## src/rtl/alu_pkg.sv

```systemverilog
// Shared definitions for the multi-word ALU sequencer.
//   alu_op_t    : 2-bit ALU operation encoding.
//   seq_state_t : sequencer control states.
//   is_arith()  : true for operations that produce and consume a carry.
// SUB convention: the ALU computes a + ~b + cin, so cin=1 gives a true
// a-b and cout=1 means "no borrow" out of the word.
package alu_pkg;

    typedef enum logic [1:0] {
        OP_NOR = 2'b00,
        OP_XOR = 2'b01,
        OP_ADD = 2'b10,
        OP_SUB = 2'b11
    } alu_op_t;

    typedef enum logic [1:0] {
        IDLE = 2'b00,
        RUN  = 2'b01,
        DONE = 2'b10
    } seq_state_t;

    localparam int unsigned WORD_W = 64;

    function automatic logic is_arith(input alu_op_t op);
        return (op == OP_ADD) || (op == OP_SUB);
    endfunction

endpackage

```

## src/rtl/alu64bit.sv

```systemverilog
// 64-bit combinational ALU: NOR, XOR, ADD, SUB (a + ~b + cin).
// Ports:
//   a, b  in  64  operands
//   cin   in  1   carry-in (used by ADD/SUB only)
//   op    in  2   operation (alu_op_t)
//   s     out 64  result
//   cout  out 1   carry-out for ADD/SUB, 0 for logic operations
// The gate-delay parameters B..G describe the gate-level timing of this
// block; the RTL view is zero-delay and the sequencer's SETTLE cycles
// cover the real propagation time.
module alu64bit
    import alu_pkg::*;
#(
    parameter int B = 10,
    parameter int C = 6,
    parameter int D = 6,
    parameter int E = 3,
    parameter int F = 1,
    parameter int G = 8
) (
    input  logic [63:0] a,
    input  logic [63:0] b,
    input  logic        cin,
    input  alu_op_t     op,
    output logic [63:0] s,
    output logic        cout
);

    localparam int PATH_DELAY = B + C + D + E + F + G;

    // Negative total delay has no meaning; no hardware is generated either way.
    if (PATH_DELAY < 0) begin : g_negative_delay
    end

    logic [64:0] sum_s;

    // Operation decode; ADD and SUB share one 65-bit adder, SUB inverts b.
    always_comb begin
        sum_s = 65'd0;
        s     = 64'd0;
        cout  = 1'b0;
        case (op)
            OP_NOR: begin
                s    = ~(a | b);
                cout = 1'b0;
            end
            OP_XOR: begin
                s    = a ^ b;
                cout = 1'b0;
            end
            OP_ADD: begin
                sum_s = {1'b0, a} + {1'b0, b} + {64'd0, cin};
                s     = sum_s[63:0];
                cout  = sum_s[64];
            end
            OP_SUB: begin
                sum_s = {1'b0, a} + {1'b0, ~b} + {64'd0, cin};
                s     = sum_s[63:0];
                cout  = sum_s[64];
            end
            default: begin
                s    = 64'd0;
                cout = 1'b0;
            end
        endcase
    end

endmodule

```

## src/rtl/alu_mw_sequencer.sv

```systemverilog
// Multi-word ALU sequencer: runs one shared alu64bit across WORDS 64-bit
// words, LSB word first, chaining the carry through a register.
// Ports:
//   clk, rst_n           clock (rising edge), async active-low reset
//   in_valid/in_ready    command handshake (in_ready registered from state)
//   in_op, in_cin        operation and word-0 carry-in
//   in_a, in_b           64*WORDS-bit operands
//   out_valid/out_ready  result handshake
//   out_s, out_cout      64*WORDS-bit result, carry out of the top word
// Each word holds the ALU inputs for SETTLE cycles before sampling, so a
// command takes WORDS*SETTLE cycles from accept to out_valid.
module alu_mw_sequencer
    import alu_pkg::*;
#(
    parameter int WORDS  = 4,
    parameter int SETTLE = 1,
    parameter int B      = 10,
    parameter int C      = 6,
    parameter int D      = 6,
    parameter int E      = 3,
    parameter int F      = 1,
    parameter int G      = 8
) (
    input  logic                  clk,
    input  logic                  rst_n,
    input  logic                  in_valid,
    output logic                  in_ready,
    input  logic [1:0]            in_op,
    input  logic                  in_cin,
    input  logic [64*WORDS-1:0]   in_a,
    input  logic [64*WORDS-1:0]   in_b,
    output logic                  out_valid,
    input  logic                  out_ready,
    output logic [64*WORDS-1:0]   out_s,
    output logic                  out_cout
);

    localparam int TOTAL_W      = 64 * WORDS;
    localparam int WORD_IDX_W   = (WORDS > 1) ? $clog2(WORDS) : 1;
    localparam int SETTLE_CNT_W = (SETTLE > 1) ? $clog2(SETTLE) : 1;
    localparam logic [WORD_IDX_W-1:0]   LAST_WORD   = WORD_IDX_W'(WORDS - 1);
    localparam logic [SETTLE_CNT_W-1:0] LAST_SETTLE = SETTLE_CNT_W'(SETTLE - 1);

    seq_state_t                state_r;
    seq_state_t                state_nxt_s;
    alu_op_t                   op_r;
    logic [TOTAL_W-1:0]        a_r;
    logic [TOTAL_W-1:0]        b_r;
    logic [TOTAL_W-1:0]        s_r;
    logic [WORD_IDX_W-1:0]     word_r;
    logic [SETTLE_CNT_W-1:0]   settle_r;
    logic                      carry_r;
    logic                      cout_r;
    logic                      in_ready_r;
    logic                      out_valid_r;

    logic                      accept_s;
    logic                      sample_s;
    logic                      last_word_s;
    logic                      carry_nxt_s;
    logic [63:0]               alu_a_s;
    logic [63:0]               alu_b_s;
    logic [63:0]               alu_s_s;
    logic                      alu_cout_s;

    assign accept_s    = in_valid && in_ready_r && (state_r == IDLE);
    assign sample_s    = (state_r == RUN) && (settle_r == LAST_SETTLE);
    assign last_word_s = (word_r == LAST_WORD);
    // Logic operations break the carry chain so out_cout reads 0 for them.
    assign carry_nxt_s = is_arith(op_r) ? alu_cout_s : 1'b0;

    // The word counter holds outside RUN, so the ALU inputs hold too.
    assign alu_a_s = a_r[{word_r, 6'b000000} +: WORD_W];
    assign alu_b_s = b_r[{word_r, 6'b000000} +: WORD_W];

    alu64bit #(
        .B(B), .C(C), .D(D), .E(E), .F(F), .G(G)
    ) u_alu (
        .a    (alu_a_s),
        .b    (alu_b_s),
        .cin  (carry_r),
        .op   (op_r),
        .s    (alu_s_s),
        .cout (alu_cout_s)
    );

    // State register.
    always_ff @(posedge clk or negedge rst_n) begin
        if (!rst_n) begin
            state_r <= IDLE;
        end else begin
            state_r <= state_nxt_s;
        end
    end

    // Next-state decode.
    always_comb begin
        state_nxt_s = state_r;
        case (state_r)
            IDLE: begin
                if (accept_s) begin
                    state_nxt_s = RUN;
                end else begin
                    state_nxt_s = IDLE;
                end
            end
            RUN: begin
                if (sample_s && last_word_s) begin
                    state_nxt_s = DONE;
                end else begin
                    state_nxt_s = RUN;
                end
            end
            DONE: begin
                if (out_ready) begin
                    state_nxt_s = IDLE;
                end else begin
                    state_nxt_s = DONE;
                end
            end
            default: begin
                state_nxt_s = IDLE;
            end
        endcase
    end

    // Datapath, counters and registered handshake outputs.
    always_ff @(posedge clk or negedge rst_n) begin
        if (!rst_n) begin
            op_r        <= OP_NOR;
            a_r         <= {TOTAL_W{1'b0}};
            b_r         <= {TOTAL_W{1'b0}};
            s_r         <= {TOTAL_W{1'b0}};
            word_r      <= {WORD_IDX_W{1'b0}};
            settle_r    <= {SETTLE_CNT_W{1'b0}};
            carry_r     <= 1'b0;
            cout_r      <= 1'b0;
            in_ready_r  <= 1'b1;
            out_valid_r <= 1'b0;
        end else begin
            case (state_r)
                IDLE: begin
                    if (accept_s) begin
                        op_r       <= alu_op_t'(in_op);
                        a_r        <= in_a;
                        b_r        <= in_b;
                        carry_r    <= is_arith(alu_op_t'(in_op)) ? in_cin : 1'b0;
                        word_r     <= {WORD_IDX_W{1'b0}};
                        settle_r   <= {SETTLE_CNT_W{1'b0}};
                        s_r        <= {TOTAL_W{1'b0}};
                        cout_r     <= 1'b0;
                        in_ready_r <= 1'b0;
                    end
                end
                RUN: begin
                    if (sample_s) begin
                        s_r[{word_r, 6'b000000} +: WORD_W] <= alu_s_s;
                        carry_r  <= carry_nxt_s;
                        settle_r <= {SETTLE_CNT_W{1'b0}};
                        if (last_word_s) begin
                            cout_r      <= carry_nxt_s;
                            out_valid_r <= 1'b1;
                        end else begin
                            word_r <= word_r + 1'b1;
                        end
                    end else begin
                        settle_r <= settle_r + 1'b1;
                    end
                end
                DONE: begin
                    if (out_ready) begin
                        out_valid_r <= 1'b0;
                        in_ready_r  <= 1'b1;
                    end
                end
                default: begin
                    out_valid_r <= 1'b0;
                    in_ready_r  <= 1'b1;
                end
            endcase
        end
    end

    assign in_ready  = in_ready_r;
    assign out_valid = out_valid_r;
    assign out_s     = s_r;
    assign out_cout  = cout_r;

endmodule

```

## config.mk

```make
export PLATFORM = sky130hd
export DESIGN_NAME = alu_mw_sequencer
export DESIGN_NICKNAME = d
export VERILOG_FILES = /design/src/rtl/alu_pkg.sv /design/src/rtl/alu64bit.sv /design/src/rtl/alu_mw_sequencer.sv
export SDC_FILE = /design/constraint.sdc
export NUM_CORES = 2
export LEC_CHECK = 0
export ABC_AREA = 1
export CORE_MARGIN = 2
export CORE_UTILIZATION = 50
export CTS_CLUSTER_SIZE = 30
export DETAILED_ROUTE_END_ITERATION = 12
export PLACE_DENSITY = 0.84
export SETUP_SLACK_MARGIN = 0.3
export SLEW_MARGIN = 15
export SYNTH_ARGS = -nofsm -noshare
export SYNTH_HDL_FRONTEND = slang
export SYNTH_SLANG_ARGS = --single-unit
```

## constraint.sdc

```tcl
create_clock -name clk -period 3.7 [get_ports clk]
set_clock_uncertainty 0.2 [all_clocks]
set_input_delay 1.11 -clock clk [delete_from_list [all_inputs] [get_ports clk]]
set_output_delay 1.11 -clock clk [all_outputs]
set_load 0.02 [all_outputs]
```

Yosys cells after proc, flatten, opt, wreduce, memory -nomap -nowiden
Cells that the tools add are included.
Word-level totals
  flip-flop bits (word level): 779
  latch bits: 0
  RAM bits: 0
  bits in read-only memories: 0
  input bits: 519
  output and inout port bits: 259
  word-level logic and storage cells: 90
  memories kept: 0
Cells by class
  $add $sub $neg: 7
  $mul: 0
  div/mod/pow operators: 0
  magnitude comparators: 0
  equal/unequal tests: 13
  shift operators: 4
  multiplexer cells: 31
  bitwise gates (word level): 7
  reduce and logical (&&, ||, !) cells: 17
Operators with widths (count)
  $mux 256: 2
  $pmux 256 s2: 1
  $shiftx 256x9->64: 2
  $bwmux 256: 1
  $pmux 64 s4: 1
  $shift 64x10->256 const A: 1
  $shiftx 64x10->256: 1
  $add 64x64->65: 2
  $add 65x1->65: 2
  $not 64->64: 2
  $or 64x64->64: 1
  $xor 64x64->64: 1
  $mux 1: 13
  $eq 2x2->1 const B: 6
  $reduce_and 4->1: 3
  $mux 2: 5
  $ne 2x2->1 const B: 5
  $neg 8->10: 1
  $pmux 1 s3: 3
  $pmux 1 s2: 3
  $pmux 2 s3: 1
  $reduce_and 3->1: 2
  $eq 2x1->1 const B: 2
  $logic_and 1x1->1: 4
  other kinds (9): 14

Depth between registers and ports, before layout
  depth in word-level cells: 9
  depth in mapped cells: 27
  gate-level depth less buffers: 23

By module
From an unflattened synthesis, not the netlist that was laid out.
Unflattened totals
  cell total of the unflattened synthesis: 7597
  area total of the unflattened synthesis: 50043.0 sq um
By module, submodules not included
  alu_mw_sequencer: times used 1, cells each 4590, area an instance 35574.1 sq um, seq. area each 19494.9 sq um
  alu64bit: times used 1, cells each 3007, area an instance 14468.9 sq um, seq. area each 0.0 sq um

Worst setup path after synthesis
No wires, ideal clock.
  path type: reg2reg
  start point: register word_r[0]
  end point: register s_r[208] (netlist: out_s[208])
  library setup time: 83 ps
  arrival: 3766 ps
  data required time: 3417 ps
  setup slack: -348 ps
  stages on the path, launching flop included: 23
  buffers on the path: 3
  period minus slack after synthesis: 4048 ps
  path through: dfrtp_1 clkbuf_1 clkinv_1 clkbuf_1 clkbuf_1 nand2_1 a32o_1 fa_1 fa_1 nor2_1 nand2_1 nand2_1 nand2_1 nand2_1 nand2_1 nand2_1 a21oi_1 xor2_1 nand2_1 o21ai_0 nor2_1 nand2_1 o21ai_0
On the way
  longest elaborated chain between the ends: 9
  elaborated cells between the ends (all ways): 17
  those cells by class: add/sub (5); shift (4); mux (4); bitwise (4)
RTL lines
  start, declared: line alu_mw_sequencer.sv:50  | logic [WORD_IDX_W-1:0] word_r;
  start signal, assigned: line alu_mw_sequencer.sv:134  | word_r <= {WORD_IDX_W{1'b0}};
  start signal, assigned: line alu_mw_sequencer.sv:148  | word_r <= {WORD_IDX_W{1'b0}};
  start signal, assigned: line alu_mw_sequencer.sv:164  | word_r <= word_r + 1'b1;
  $shiftx 256x9->64: line alu_mw_sequencer.sv:74  | assign alu_b_s = b_r[{word_r, 6'b000000} +: WORD_W];
  $not 64->64: line alu64bit.sv:57  | sum_s = {1'b0, a} + {1'b0, ~b} + {64'd0, cin};
  $add 64x64->65: line alu64bit.sv:57
  $add 65x1->65: line alu64bit.sv:57
  $pmux 64 s4: line alu64bit.sv:42  | case (op)
  $shiftx 64x10->256: line alu_mw_sequencer.sv:157  | s_r[{word_r, 6'b000000} +: WORD_W] <= alu_s_s;
  $bwmux 256 *: line alu_mw_sequencer.sv:157
  $mux 256 *: line alu_mw_sequencer.sv:156  | if (sample_s) begin
  $pmux 256 s2 *: line alu_mw_sequencer.sv:141  | case (state_r)
  end signal, assigned: line alu_mw_sequencer.sv:133  | s_r <= {TOTAL_W{1'b0}};
  end signal, assigned: line alu_mw_sequencer.sv:150  | s_r <= {TOTAL_W{1'b0}};
  end signal, assigned by index: line alu_mw_sequencer.sv:157
  end, declared: line alu_mw_sequencer.sv:49  | logic [TOTAL_W-1:0] s_r;
Mark *: on every way between the ends. The rest lies on a longest branch, timed or not. The select of a mux whose other input is x is not followed.
A chain may end at the register's enable or synchronous reset.

Worst setup path in the final report
  start point: register word_r[1]
  end point: register s_r[114] (netlist: out_s[114])
Same word-level chain as after synthesis.

==> flow_summary.yaml <==
critical_path:
  critical_path.top_delay_family: "buffers and inverters"
  critPathCaptureType: "flop"
  max_stage_delay_ps: 540
  crit_path_max_fanout: 18
  crit_top_cell: "nand2_1"
  criticalPathCategory: "flop to flop"
  path_buf_inv: 10
  r2r_end: "out_s[114]$_DFFE_PN0P_"
  r2r_start: "word_r[1]$_DFFE_PN0P_"
  crit_chain: "clkinv_8 > buf_12 > buf_12 > clkbuf_16 > a32oi_2 > inv_1 > ha_4 > buf_6 > nor2_1 > buf_4 > nand2_4 > buf_4 > inv_1 > nand2_1 > nand2_1 > inv_2 > nand2_4 > nor2_4 > nand3_4 > nand2_1 > nand2_1 > nand3_2 > nand4_1 > o21ai_1"
  ff2ff_path_depth: 24
  crit_path_top_delay_cell: "dfrtp_2"
  startpoint_type: "flop"
  worstPathRequired_ps: 4080
  worstPathArrival_ps: 4590
  r2r_slack_ps: -510
global_routing:
  grt_util_met2_pct: 65.5
  antenna_found_initial: 14
  grt_first_pass_wirelength_um: 316000
  grt_max_degree: 128
  overflow: 0
  busiest_layer: "met2"
  grt_pass1_vias: 52568
  met1_usage_pct: 58.5
  gr-usage-met3_pct: 7.58
  globalRouteTotalUtil_pct: 42.6
detailed_routing:
  drt_wl_total_um: 220000
  vias: 55456
  wl_per_cell_um: 22.6
  avgViaCountPerCell: 5.68
  route.detailed.drc: 0
  dr.pass1.iters: 7
  drt_iter0_drc: 7636
  ant_nets: 0
clock_network:
  cts_inserted_buffers: 79
  insertion_delay_ps: 700
  ctsHtreeMaxLevel: 3
  clock_path_buffers: 3
  clkTransAtPathRegs_ps: 70
  cts_tree: "yes"
  ctsHoldBuffers: 0
  cts_root_buf: "clkbuf_16"
  clock-sinks: 779
synthesis:
  synth_top_cell_area_share_pct: 40.8
  yosysWarnings: 0
  syn_area_mm2: 0.0477
  syn_nets: 7804
  ys_types: 48
  synth_seq_cells: 779
  syn_inst: 7067
  synth.avg_cell_area_um2: 6.75
  async_flop_share_pct: 100
  synth_flop_cell: "dfrtp_1"
  synth_area_leaders: "dfrtp_1 (41%), nand2_1 (27%), inv_1 (5.8%), ha_1 (5.6%), a21oi_1 (2.9%)"
  synth_edf_count: 0
  synth_top_area_cell: "dfrtp_1"
  yosysSeqAreaShare_pct: 40.9
timing:
  whs_ps: 279
  rsz0062_at_grt: "true"
  fmax_mhz: 238
  fin_crit_ps: 4210
  worst_slew_pin_slew_ps: 1190
  slew_headroom_pct: 20.5
  finalHoldViolCount: 0
  slew_violations: 0
  period_share_pct: 114
  layout_setup_ws_ps: -510
  timing.final.setup_violations: 239
min_path:
  hold_path_end: "a_r[51]$_DFFE_PN0P_"
  hold_class: "flop to flop"
  hold_depth: 2
  min_from: "a_r[51]$_DFFE_PN0P_"
placement:
  gp_congestion: 1.02
  io_buffers: 777
  post-dp-hpwl_um: 163000
floorplan:
  ioPinCount: 778
  start_util_pct: 50.3
  die_x_um: 313
  num_rows: 113
  core_area_mm2: 0.0947
  fp.dieH_um: 313
  dieArea_mm2: 0.0979
finish:
  final_cell_mix: "nand2_1 (3304), clkdlybuf4s50_1 (776), dfrtp_1 (775)"
  layout-drive-gt1-share_pct: 19.0
  syn_to_final_growth_pct: 45.0
  nNetsFinal: 9168
  layout_commonest_cell: "nand2_1"
outcome:
  status: "complete, but fails checks"
  violations: "setup timing"
job:
  cap_violations: 0
## worst register-to-register path, stage by stage (launching register included)
cell and delay, ps:
dfrtp_2 540, clkinv_8 200, buf_12 220, buf_12 160
clkbuf_16 210, a32oi_2 300, inv_1 110, ha_4 300
buf_6 150, nor2_1 80, buf_4 150, nand2_4 80
buf_4 110, inv_1 30, nand2_1 50, nand2_1 80
inv_2 80, nand2_4 100, nor2_4 120, nand3_4 120
nand2_1 110, nand2_1 60, nand3_2 150, nand4_1 170
o21ai_1 240
## stage by stage
step	util [%]	TNS, ps	worst slack (ps)	area [µm²]	std cells
finish	73.0	-73630	-510	69200	9762
global route	73.0	-102870	-621	69200	9760
CTS	71.1	-57320	-453	67300	9723
detailed placement	65.9	-104270	-855	62400	9547
global placement	65.9	-95760	-813	62400	9547
floorplan	-	0	246	47800	7067
## state kept, by name, indices dropped and copies added (netlist names), 2 cells and up
| register | count |
|---|---|
| a_r | 256 |
| b_r | 256 |
| op_r | 2 |
| out_s | 256 |
| state_r | 2 |
| word_r | 2 |
## timing repair
item / CTS / global route
pin swaps: 42 / 109
endpoints found under the setup margin: 251 / 255
cloned: 9 / 5
gates resized for setup: 392 / 386
buffers inserted: 27 / 27
## area by class of cell
cell class                      instances  area [µm²]
Antenna cell                            7        17.5
Clock buffer                          110        2280
Clock inverter                         30         463
Fill cell                            6995       25600
Inverter                              752        2860
Multi-Input combinational cell       5177       27000
Sequential cell                       779       19500
Tap cell                             1265        1580
Timing Repair Buffer                 1640       15400
Timing Repair inverter                  2        25.0
## kinds of logic after synthesis
logic type	after synthesis	synth area share (%)
and+or+nand+nor	4180	34.6
buffers and inverters	1111	8.95
DFF	779	40.9
AOI/OAI and AO/OA	761	9.49
adders and majority gates	218	5.78
xor gates and xnor gates	18	0.331
## worst max path at each step
stage	from	to	slack (ps)	cells past startpoint
2_1_floorplan	word_r[0]$_DFFE_PN0P_	out_s[80]$_DFFE_PN0P_	250	22
3_3_place_gp	word_r[0]$_DFFE_PN0P_	out_s[242]$_DFFE_PN0P_	-810	24
3_5_place_dp	word_r[0]$_DFFE_PN0P_	out_s[242]$_DFFE_PN0P_	-860	24
4_1_cts	word_r[0]$_DFFE_PN0P_	out_s[114]$_DFFE_PN0P_	-450	25
5_1_grt	word_r[0]$_DFFE_PN0P_	out_s[221]$_DFFE_PN0P_	-620	24
6_report	word_r[1]$_DFFE_PN0P_	out_s[114]$_DFFE_PN0P_	-510	24
## synth_stat cells (4+ instances only)
master	instances
buf_1	21
buf_4	4
or2_2	45
inv_1	741
nor3_1	29
dfrtp_1	778
ha_1	214
buf_2	57
nand3_1	236
fa_1	4
o21bai_1	34
a21oi_1	280
nand4_1	73
o21ai_1	8
o21ai_0	263
nand3b_1	21
clkbuf_1	267
clkbuf_2	10
xor2_1	16
a22o_1	14
a32oi_1	127
nand2_1	3412
nor2_1	351
inv_2	8
o211ai_1	8
o31ai_1	10
## layer usage
metal	share of wire [%]	wire (µm)
met1	38	84800
met2	44	96300
met3	12	26300
met4	5.9	13100
met5	0.013	28
Power is left out: the tool's default activity adds up to more than one toggle a clock period on the data nets, which glitch-free logic cannot reach.
